--- src/rtl/regwr_arb.sv ---
// regwr_arb -- register file write-port arbiter with an optional pending-write
// scoreboard.
//
// Two requesters share the single register file write port:
//   * the pipeline writeback stage (wb*), which normally wins, and
//   * the multiply/divide unit (md*), which is forced through for one cycle
//     after STARVE consecutive denials.
// The accepted write is registered and presented on the write port for one
// cycle, so the register file can sample stable values on the negedge.
//
// Optional feature macro: REGWR_ARB_SCOREBOARD_EN
//   When defined, a 32-bit pending vector tracks mult/div ops that have been
//   issued but not yet written back. busy1/busy2 report hazards for decode.
//   When undefined, busy1/busy2 are tied low and mdissue* is ignored.
//
// Parameters:
//   STARVE      denied mult/div cycles before the mult/div request is forced (1..15)
//
// Ports:
//   clk, rstn                    clock, asynchronous active-low reset
//   wbvalid, wbreg, wbdata       writeback request, destination, data
//   wbready                      writeback request accepted this cycle
//   mdvalid, mdreg, mddata       mult/div request, destination, data
//   mdready                      mult/div request accepted this cycle
//   mdissue, mdissuereg          mult/div op issued, its destination register
//   checkreg1/2, busy1/2         decode-stage pending-write queries
//   writeenable/reg/data         registered register file write port

module regwr_arb #(
    parameter int STARVE = 4
) (
    input  logic        clk,
    input  logic        rstn,
    input  logic        wbvalid,
    input  logic [4:0]  wbreg,
    input  logic [31:0] wbdata,
    output logic        wbready,
    input  logic        mdvalid,
    input  logic [4:0]  mdreg,
    input  logic [31:0] mddata,
    output logic        mdready,
    input  logic        mdissue,
    input  logic [4:0]  mdissuereg,
    input  logic [4:0]  checkreg1,
    input  logic [4:0]  checkreg2,
    output logic        busy1,
    output logic        busy2,
    output logic        writeenable,
    output logic [4:0]  writereg,
    output logic [31:0] writedata
);

    typedef enum logic {
        PRIWB,
        PRIMD
    } arbState_t;

    // A denial seen while the counter already sits at this value is the
    // STARVE-th consecutive denial, which forces mult/div on the next cycle.
    localparam logic [3:0] STARVE_LIM = 4'(STARVE - 1);

    arbState_t   r_state;
    arbState_t   w_stateNext;
    logic [3:0]  r_starveCnt;
    logic [3:0]  w_starveNext;
    logic        w_wbAccept;
    logic        w_mdAccept;
    logic        r_writeEnable;
    logic [4:0]  r_writeReg;
    logic [31:0] r_writeData;

    // Ready generation and next state. In PRIMD mult/div always wins for one
    // cycle and writeback only gets in if mult/div has nothing to write.
    always_comb begin
        wbready     = 1'b1;
        mdready     = !wbvalid;
        w_stateNext = r_state;
        case (r_state)
            PRIWB: begin
                wbready = 1'b1;
                mdready = !wbvalid;
                if (mdvalid && !mdready && (r_starveCnt >= STARVE_LIM)) begin
                    w_stateNext = PRIMD;
                end
            end
            PRIMD: begin
                mdready     = 1'b1;
                wbready     = !mdvalid;
                w_stateNext = PRIWB;
            end
            default: begin
                w_stateNext = PRIWB;
            end
        endcase
    end

    assign w_wbAccept = wbvalid && wbready;
    assign w_mdAccept = mdvalid && mdready;

    // Starve counter counts consecutive mult/div denials and saturates so it
    // can never wrap back to a small value while mult/div keeps waiting.
    always_comb begin
        w_starveNext = r_starveCnt;
        if (mdvalid && !mdready) begin
            if (r_starveCnt != 4'hF) begin
                w_starveNext = r_starveCnt + 4'd1;
            end
        end else if (mdvalid) begin
            w_starveNext = 4'd0;
        end
    end

    // Arbitration state registers.
    always_ff @(posedge clk or negedge rstn) begin
        if (!rstn) begin
            r_state     <= PRIWB;
            r_starveCnt <= 4'd0;
        end else begin
            r_state     <= w_stateNext;
            r_starveCnt <= w_starveNext;
        end
    end

    // Registered write port. Register 0 is hardwired zero, so an accepted
    // write to it completes the handshake but never raises writeenable.
    always_ff @(posedge clk or negedge rstn) begin
        if (!rstn) begin
            r_writeEnable <= 1'b0;
            r_writeReg    <= 5'd0;
            r_writeData   <= 32'd0;
        end else if (w_wbAccept) begin
            r_writeEnable <= (wbreg != 5'd0);
            r_writeReg    <= wbreg;
            r_writeData   <= wbdata;
        end else if (w_mdAccept) begin
            r_writeEnable <= (mdreg != 5'd0);
            r_writeReg    <= mdreg;
            r_writeData   <= mddata;
        end else begin
            r_writeEnable <= 1'b0;
        end
    end

    assign writeenable = r_writeEnable;
    assign writereg    = r_writeReg;
    assign writedata   = r_writeData;

`ifdef REGWR_ARB_SCOREBOARD_EN
    logic [31:0] r_pending;
    logic [31:0] w_pendSet;
    logic [31:0] w_pendClr;

    // Set is applied after clear so a new issue to a register wins over the
    // retirement of an older op to the same register in the same cycle.
    always_comb begin
        w_pendSet = 32'd0;
        w_pendClr = 32'd0;
        if (mdissue && (mdissuereg != 5'd0)) begin
            w_pendSet[mdissuereg] = 1'b1;
        end
        if (w_mdAccept) begin
            w_pendClr[mdreg] = 1'b1;
        end
    end

    // Pending-write vector.
    always_ff @(posedge clk or negedge rstn) begin
        if (!rstn) begin
            r_pending <= 32'd0;
        end else begin
            r_pending <= (r_pending & ~w_pendClr) | w_pendSet;
        end
    end

    // A result sitting on the mult/div port is still pending until the write
    // port actually takes it, so it counts as busy too.
    assign busy1 = r_pending[checkreg1] ||
                   (mdvalid && (mdreg == checkreg1) && (checkreg1 != 5'd0));
    assign busy2 = r_pending[checkreg2] ||
                   (mdvalid && (mdreg == checkreg2) && (checkreg2 != 5'd0));
`else
    logic w_unused;

    assign w_unused = ^{mdissue, mdissuereg, checkreg1, checkreg2};
    assign busy1    = 1'b0;
    assign busy2    = 1'b0;
`endif

endmodule
--- config.mk ---
export PLATFORM = sky130hd
export DESIGN_NAME = regwr_arb
export DESIGN_NICKNAME = d
export VERILOG_FILES = /design/src/rtl/regwr_arb.sv
export SDC_FILE = /design/constraint.sdc
export NUM_CORES = 1
export LEC_CHECK = 0
export CAP_MARGIN = 40
export CORE_MARGIN = 2
export CORE_UTILIZATION = 35
export DETAILED_ROUTE_END_ITERATION = 16
export PLACE_DENSITY = 0.75
export SYNTH_ARGS = -nofsm -noshare
export SYNTH_HDL_FRONTEND = slang
export SYNTH_SLANG_ARGS = --single-unit
--- constraint.sdc ---
create_clock -name clk -period 2.2 [get_ports clk]
set_input_delay 0.44 -clock clk [delete_from_list [all_inputs] [get_ports clk]]
set_output_delay 0.44 -clock clk [all_outputs]
set_load 0.02 [all_outputs]
==> flow_summary.ini, run 1 <==
[status]
status = finished clean

[global_route]
grt_use_met2_pct = 31.8
use_met1_pct = 22.5
antenna_found_initial = 0
grt_pass1_wl_um = 10700
grt_overflow = 0
grt_pass1_vias = 2250
busiest_layer = met2
use_met3_pct = 5.64
grt_max_degree = 39
gr-usage-all-layers_pct = 18.2

[logic_synthesis]
yosysUniqueCellTypes = 28
synth.ff_latch_count = 43
syn-cell-area_sq_um = 2320
synth_mux_area_share_pct = 20.1
syn_inst = 235
synth_seq_area_share_pct = 46.4
synth-simple-area-share_pct = 13.6
avgSynthCellArea_sq_um = 9.87
synth_compound_area_share_pct = 14.0
synth_xor_area_share_pct = 0
synth-adder-area-share_pct = 0.539
synth_top_family_by_area = multiplexers
synth_warnings = 0

[timing]
drv_slew = 0
rsz0062_at_grt = false
hold_viol = 0
hold_ws_ns = 0.125
setup-tns-final_ns = 0
skew_ns = 0.00386
setup_viol = 0
max_freq_mhz = 497
setup_ws_ns = 0.187
fin_crit_sh_pct = 91.5
min_period_ns = 2.01
slew-limit-headroom_pct = 65.3
tightest_slew_ns = 0.520

[placed_design]
post-place-ws_ns = -0.0246
place.gp.congestion = 0.795
io_buffers = 117
placed_area_sq_um = 3570
dpl.hpwl_um = 4610

[power_and_ir_drop]
leakage_nw = 1.50
p_per_area_nw_per_um2 = 569
ir_drop_mv = 0.284
report.power.total_mw = 2.08

[die]
die_y_um = 85.4
rows = 29
die_w_um = 85.4
die_area_sq_um = 7290
num_io_pins = 136
initial_core_util_pct = 36.3
fp.coreArea_sq_um = 6390

[routing]
routed_wirelength_um = 6500
wire_per_inst_um = 15.2
via_per_inst = 5.03
drt_iter0_markers = 61
vias = 2153
ant_nets = 0
drc = 0
dr.pass1.iters = 4

[setup_path]
crit_path_top_delay_cell = clkdlybuf4s50_1
path_max_fanout = 4
crit_path_max_incr_delay_ns = 0.48
cp.buffers_inverters = 3
critPathKind = input pin to output pin
end_kind = output pin
cp_cell_sequence = clkdlybuf4s50_1 > nor2b_1 > inv_1 > dlygate4sd2_1
critPathTopFamily = buffers and inverters
start_kind = input pin
cp.arrival_ns = 1.57
required_ns = 1.76

[finish]
final_area_sq_um = 3650
areaGrowthSynthToFinish_pct = 57.4
n_antenna_cell = 0
final_nets = 445
drive_above_1_share_pct = 16.2

[cts]
cts_inserted_buffers = 5
insertion_delay_ns = 0.28
htreeDepth = 2
cts-root-buf = clkbuf_8
clock-sinks = 43
clockBufferDepth = 2
cts_tree = built
clk_pin_slew_ns = 0.08

[worst_hold_path]
min_path_type = input pin to asynchronous set/reset pin

[flow_run]
cap_violations = 0
## cell usage in the layout (no fill, tap or decap), drive strengths merged, types with 3 or more instances in the layout
cell and n:
clkbuf 7, buf 10, dfrtp 43, mux2 38, inv 4, clkdlybuf4s50 114, o21ai 3, o22ai 37
a21oi 4, nor2 71
## sequential cells by signal, summed over array words and instances, names as in the netlist
| register | cells |
|---|---|
| writedata | 32 |
| writereg | 5 |
| r_starveCnt | 4 |
| r_state | 1 |
| writeenable | 1 |
## per-layer routing
layer  share of wire (%)  vias to the layer above
li1                    -                     1063
met1                  43                     1019
met2                  49                       65
met3                 7.1                        6
met4                0.62                        0
met5                   0                        -
## metrics by stage
| stage | utilization (%) | std cells |
|---|---|---|
| 6_report | 57.2 | 428 |
| 2_1_floorplan | - | 236 |
| 3_3_place_gp | 55.9 | 420 |
| 5_1_grt | 57.2 | 428 |
| 4_1_cts | 57.2 | 428 |
| 3_5_place_dp | 55.9 | 420 |
## repair_timing
item	4_1_cts	5_1_grt
resized for setup	1	0
setup buffers	0	0
hold buffers	0	0
setup endpoints to repair	1	0
## logic make-up after synthesis
group / after synthesis
AOI/OAI and AO/OA: 51
adders and majority gates: 1
buffers and inverters: 22
DFF: 43
muxes: 38
other: 1
and+or+nand+nor: 79
## worst reg2reg max path, delay by kind of cell, from the launching register on
family / cells / cell delay [ns]
flops: 1 / 0.45
simple gates: 1 / 0.25
compound gates: 1 / 0.23
buf+inv: 2 / 0.23
mux: 1 / 0.19
## cell type report
class,count,area [sq um]
sequential,43,1080
fill,604,2740
timing repair buffer,125,1260
inverter,4,15.0
clock buffer,7,76.3
multi-input combinational,171,1120
clock inverter,1,5.00
tap,77,96.3
## path summary, 6_finish.rpt
| check | from | endpoint | slack, ns | depth (start not counted) |
|---|---|---|---|---|
| max | wbvalid | mdready | 0.19 | 4 |
| min | rstn | writedata[17] | 0.12 | 1 |
| max reg2reg | r_state | r_starveCnt[0] | 0.79 | 5 |
| min reg2reg | r_starveCnt[0] | r_starveCnt[0] | 0.55 | 1 |
| max in group asynchronous | rstn | writedata[2] | 1.56 | 2 |
| min in group clk | r_starveCnt[0] | r_starveCnt[0] | 0.55 | 1 |
## report_power, final
| group | total (mW) | internal, mW | switching [mW] |
|---|---|---|---|
| sequential | 0.916 | 0.870 | 0.0463 |
| combinational | 0.688 | 0.390 | 0.298 |
| clock | 0.473 | 0.223 | 0.250 |
## synthesized netlist by cell type (all sizes together)
library cell | instances | area (sq um)
o22ai | 37 | 231
clkbuf | 1 | 3.75
a21oi | 4 | 20.0
nand3 | 1 | 5.00
a22o | 1 | 8.76
o21ai | 3 | 15.0
a31o | 1 | 8.76
nand2 | 2 | 10.0
nor2b | 1 | 6.26
ha | 1 | 12.5
o211ai | 1 | 7.51
o311a | 1 | 10.0
and3 | 2 | 12.5
dfrtp | 43 | 1080
inv | 4 | 15.0
nor2 | 71 | 267
buf | 17 | 104
a21bo | 1 | 10.0
mux2 | 38 | 465
or4 | 2 | 15.0
a31oi | 2 | 12.5
conb | 1 | 3.75
Note: power is estimated with default switching activity, not from simulation.
==> run 2: changes to the inputs <==
- ABC_CLOCK_PERIOD_IN_PS: unset -> 2200
==> results of run 2 <==
Same layout as run 1: the final DEF is identical, and so are final timing and power.
==> run 3: changes to the inputs <==
- ABC_CLOCK_PERIOD_IN_PS: 2200 -> 1600
- CORE_UTILIZATION: 35 -> 34
- PLACE_DENSITY: 0.75 -> 0.76
- clock period: 2.2 -> 1.6 ns (I/O delays scaled with it)
==> run 3 against run 2 <==
Clock skew is 0.00072 ns lower. Sequential power is 38% higher. Via count is 3.0% higher. Clock power is 60% higher. Register-to-register slack worse by 0.46 ns. Clock-buffer cell count is 1 higher. Sequential share of layout area is 1.1 points lower. Non-clock buffer count is 6 higher. First-iteration DRC count is 21% lower. Global-route usage hardly changed. Largest cell class unchanged. Design area is 3.7% higher.
==> flow_summary.ini, run 3 (synthesized netlist as in run 1, its figures left out) <==
[status]
status = finished clean

[setup_path]
critPathTopFamily = buffers and inverters
required_ns = 1.28
crit_path_top_delay_cell = clkdlybuf4s50_1
end_kind = output pin
path_max_fanout = 2
start_kind = register
crit_path_max_incr_delay_ns = 0.61
cp.buffers_inverters = 1
cp.arrival_ns = 1.24
critPathKind = register to output pin
cp_cell_sequence = clkdlybuf4s50_1

[cts]
cts-root-buf = clkbuf_8
cts_tree = built
cts_inserted_buffers = 5
clock-sinks = 43
htreeDepth = 2
postCtsSetupBuffers = 0
clockBufferDepth = 2
insertion_delay_ns = 0.29
clk_pin_slew_ns = 0.08

[power_and_ir_drop]
ir_drop_mv = 0.385
leakage_nw = 1.77
p_per_area_nw_per_um2 = 779

[finish]
n_antenna_cell = 0
layout_commonest_cell = clkdlybuf4s50_1
final_cell_mix = clkdlybuf4s50_1 (77), nor2_1 (71), dfrtp_1 (43), o22ai_1 (37), dlymetal6s2s_1 (30)
areaGrowthSynthToFinish_pct = 63.2
final_nets = 451
drive_above_1_share_pct = 18.2
final_util_pct = 56.7
largest_reg_flops = 32

[worst_hold_path]
min_path_type = input pin to asynchronous set/reset pin

[placed_design]
dpl.hpwl_um = 4860
place.gp.congestion = 0.739
io_buffers = 117

[die]
die_y_um = 86.6
fp.coreArea_sq_um = 6680
rows = 30
die_area_sq_um = 7500
initial_core_util_pct = 34.7
num_io_pins = 136
die_w_um = 86.6

[timing]
max_freq_mhz = 639
skew_ns = 0.00314
setup_viol = 0
setup-tns-final_ns = 0
drv_slew = 0
fin_crit_sh_pct = 97.8
hold_viol = 0
rsz0062_at_grt = false
min_period_ns = 1.56

[routing]
vias = 2218
wire_per_inst_um = 15.5
drt_iter0_markers = 48
drc = 0
dr.pass1.iters = 4
routed_wirelength_um = 6760
via_per_inst = 5.08
ant_nets = 0

[global_route]
grt_pass1_wl_um = 10800
gr-usage-all-layers_pct = 18.3
grt_max_degree = 36
grt_overflow = 0
antenna_found_initial = 0
grt_pass1_vias = 2382

[flow_run]
cap_violations = 0
==> run 3: cell types whose count changed in the layout (fill, tap and decap cells not counted) <==
cell,before,now
nor2b_2,0,1
nor2b_1,1,0
dlygate4sd2_1,1,7
clkbuf_1,2,1
buf_4,5,10
clkinv_2,1,0
dlygate4sd3_1,0,1
clkbuf_8,5,7
clkdlybuf4s50_1,114,77
dlymetal6s2s_1,0,30
buf_2,2,3
==> run 3: worst paths after layout <==
check                      cells past startpoint        endpoint  slack [ns]      startpoint
setup / recovery                               1   writedata[23]        0.04   writedata[23]
hold / removal                                 2   writedata[11]        0.51            rstn
setup reg to reg                               4  r_starveCnt[0]        0.33  r_starveCnt[0]
hold reg to reg                                1  r_starveCnt[1]        0.54  r_starveCnt[1]
max in group asynchronous                      3   writedata[28]        0.60            rstn
min in group clk                               3         r_state        0.53         mdvalid
==> run 3: power breakdown <==
group          switching, mW  leakage (nW)  total (mW)  internal (mW)
Clock                  0.363        0.0515       0.758          0.394
Sequential            0.0600         0.495        1.26           1.20
Combinational          0.417          1.23       0.935          0.518
Total                  0.840          1.77        2.95           2.11
==> run 3: repair_timing <==
| action | CTS | global route |
|---|---|---|
| resized for setup | 11 | 31 |
| cloned | 0 | 0 |
| endpoints found under the setup margin | 8 | 31 |
| hold buffers | 1 | 0 |
| hold endpoints to repair | 18 | 0 |
==> run 3: layer usage <==
layer | part of all wire [%] | global-route usage (%)
met1 | 42 | 21.0
met3 | 6.2 | 5.43
met5 | 0 | 0
met2 | 51 | 33.7
met4 | 0.65 | 3.41
==> run 3: layout make-up <==
type                    instances  area (sq um)
repair buffers                131          1370
clock buffers                   8           100
inverters                       4          15.0
flip-flops and latches         43          1080
fillers                       604          2900
multi-input cells             171          1130
well taps                      80           100
==> run 3: per-stage QoR <==
step | std cells | hold slack, ns | setup WS [ns] | cell area, sq um | power, mW
3_3_place_gp | 428 | 0.306 | -0.273 | 3610 | 2.23
5_1_grt | 437 | 0.551 | 0.00252 | 3790 | 3.11
2_1_floorplan | 236 | 0.0244 | 0.405 | 2320 | 1.73
4_1_cts | 437 | 0.518 | 0.000850 | 3720 | 3.01
3_5_place_dp | 428 | 0.300 | -0.281 | 3610 | 2.25
6_report | 437 | 0.510 | 0.0357 | 3790 | 2.95
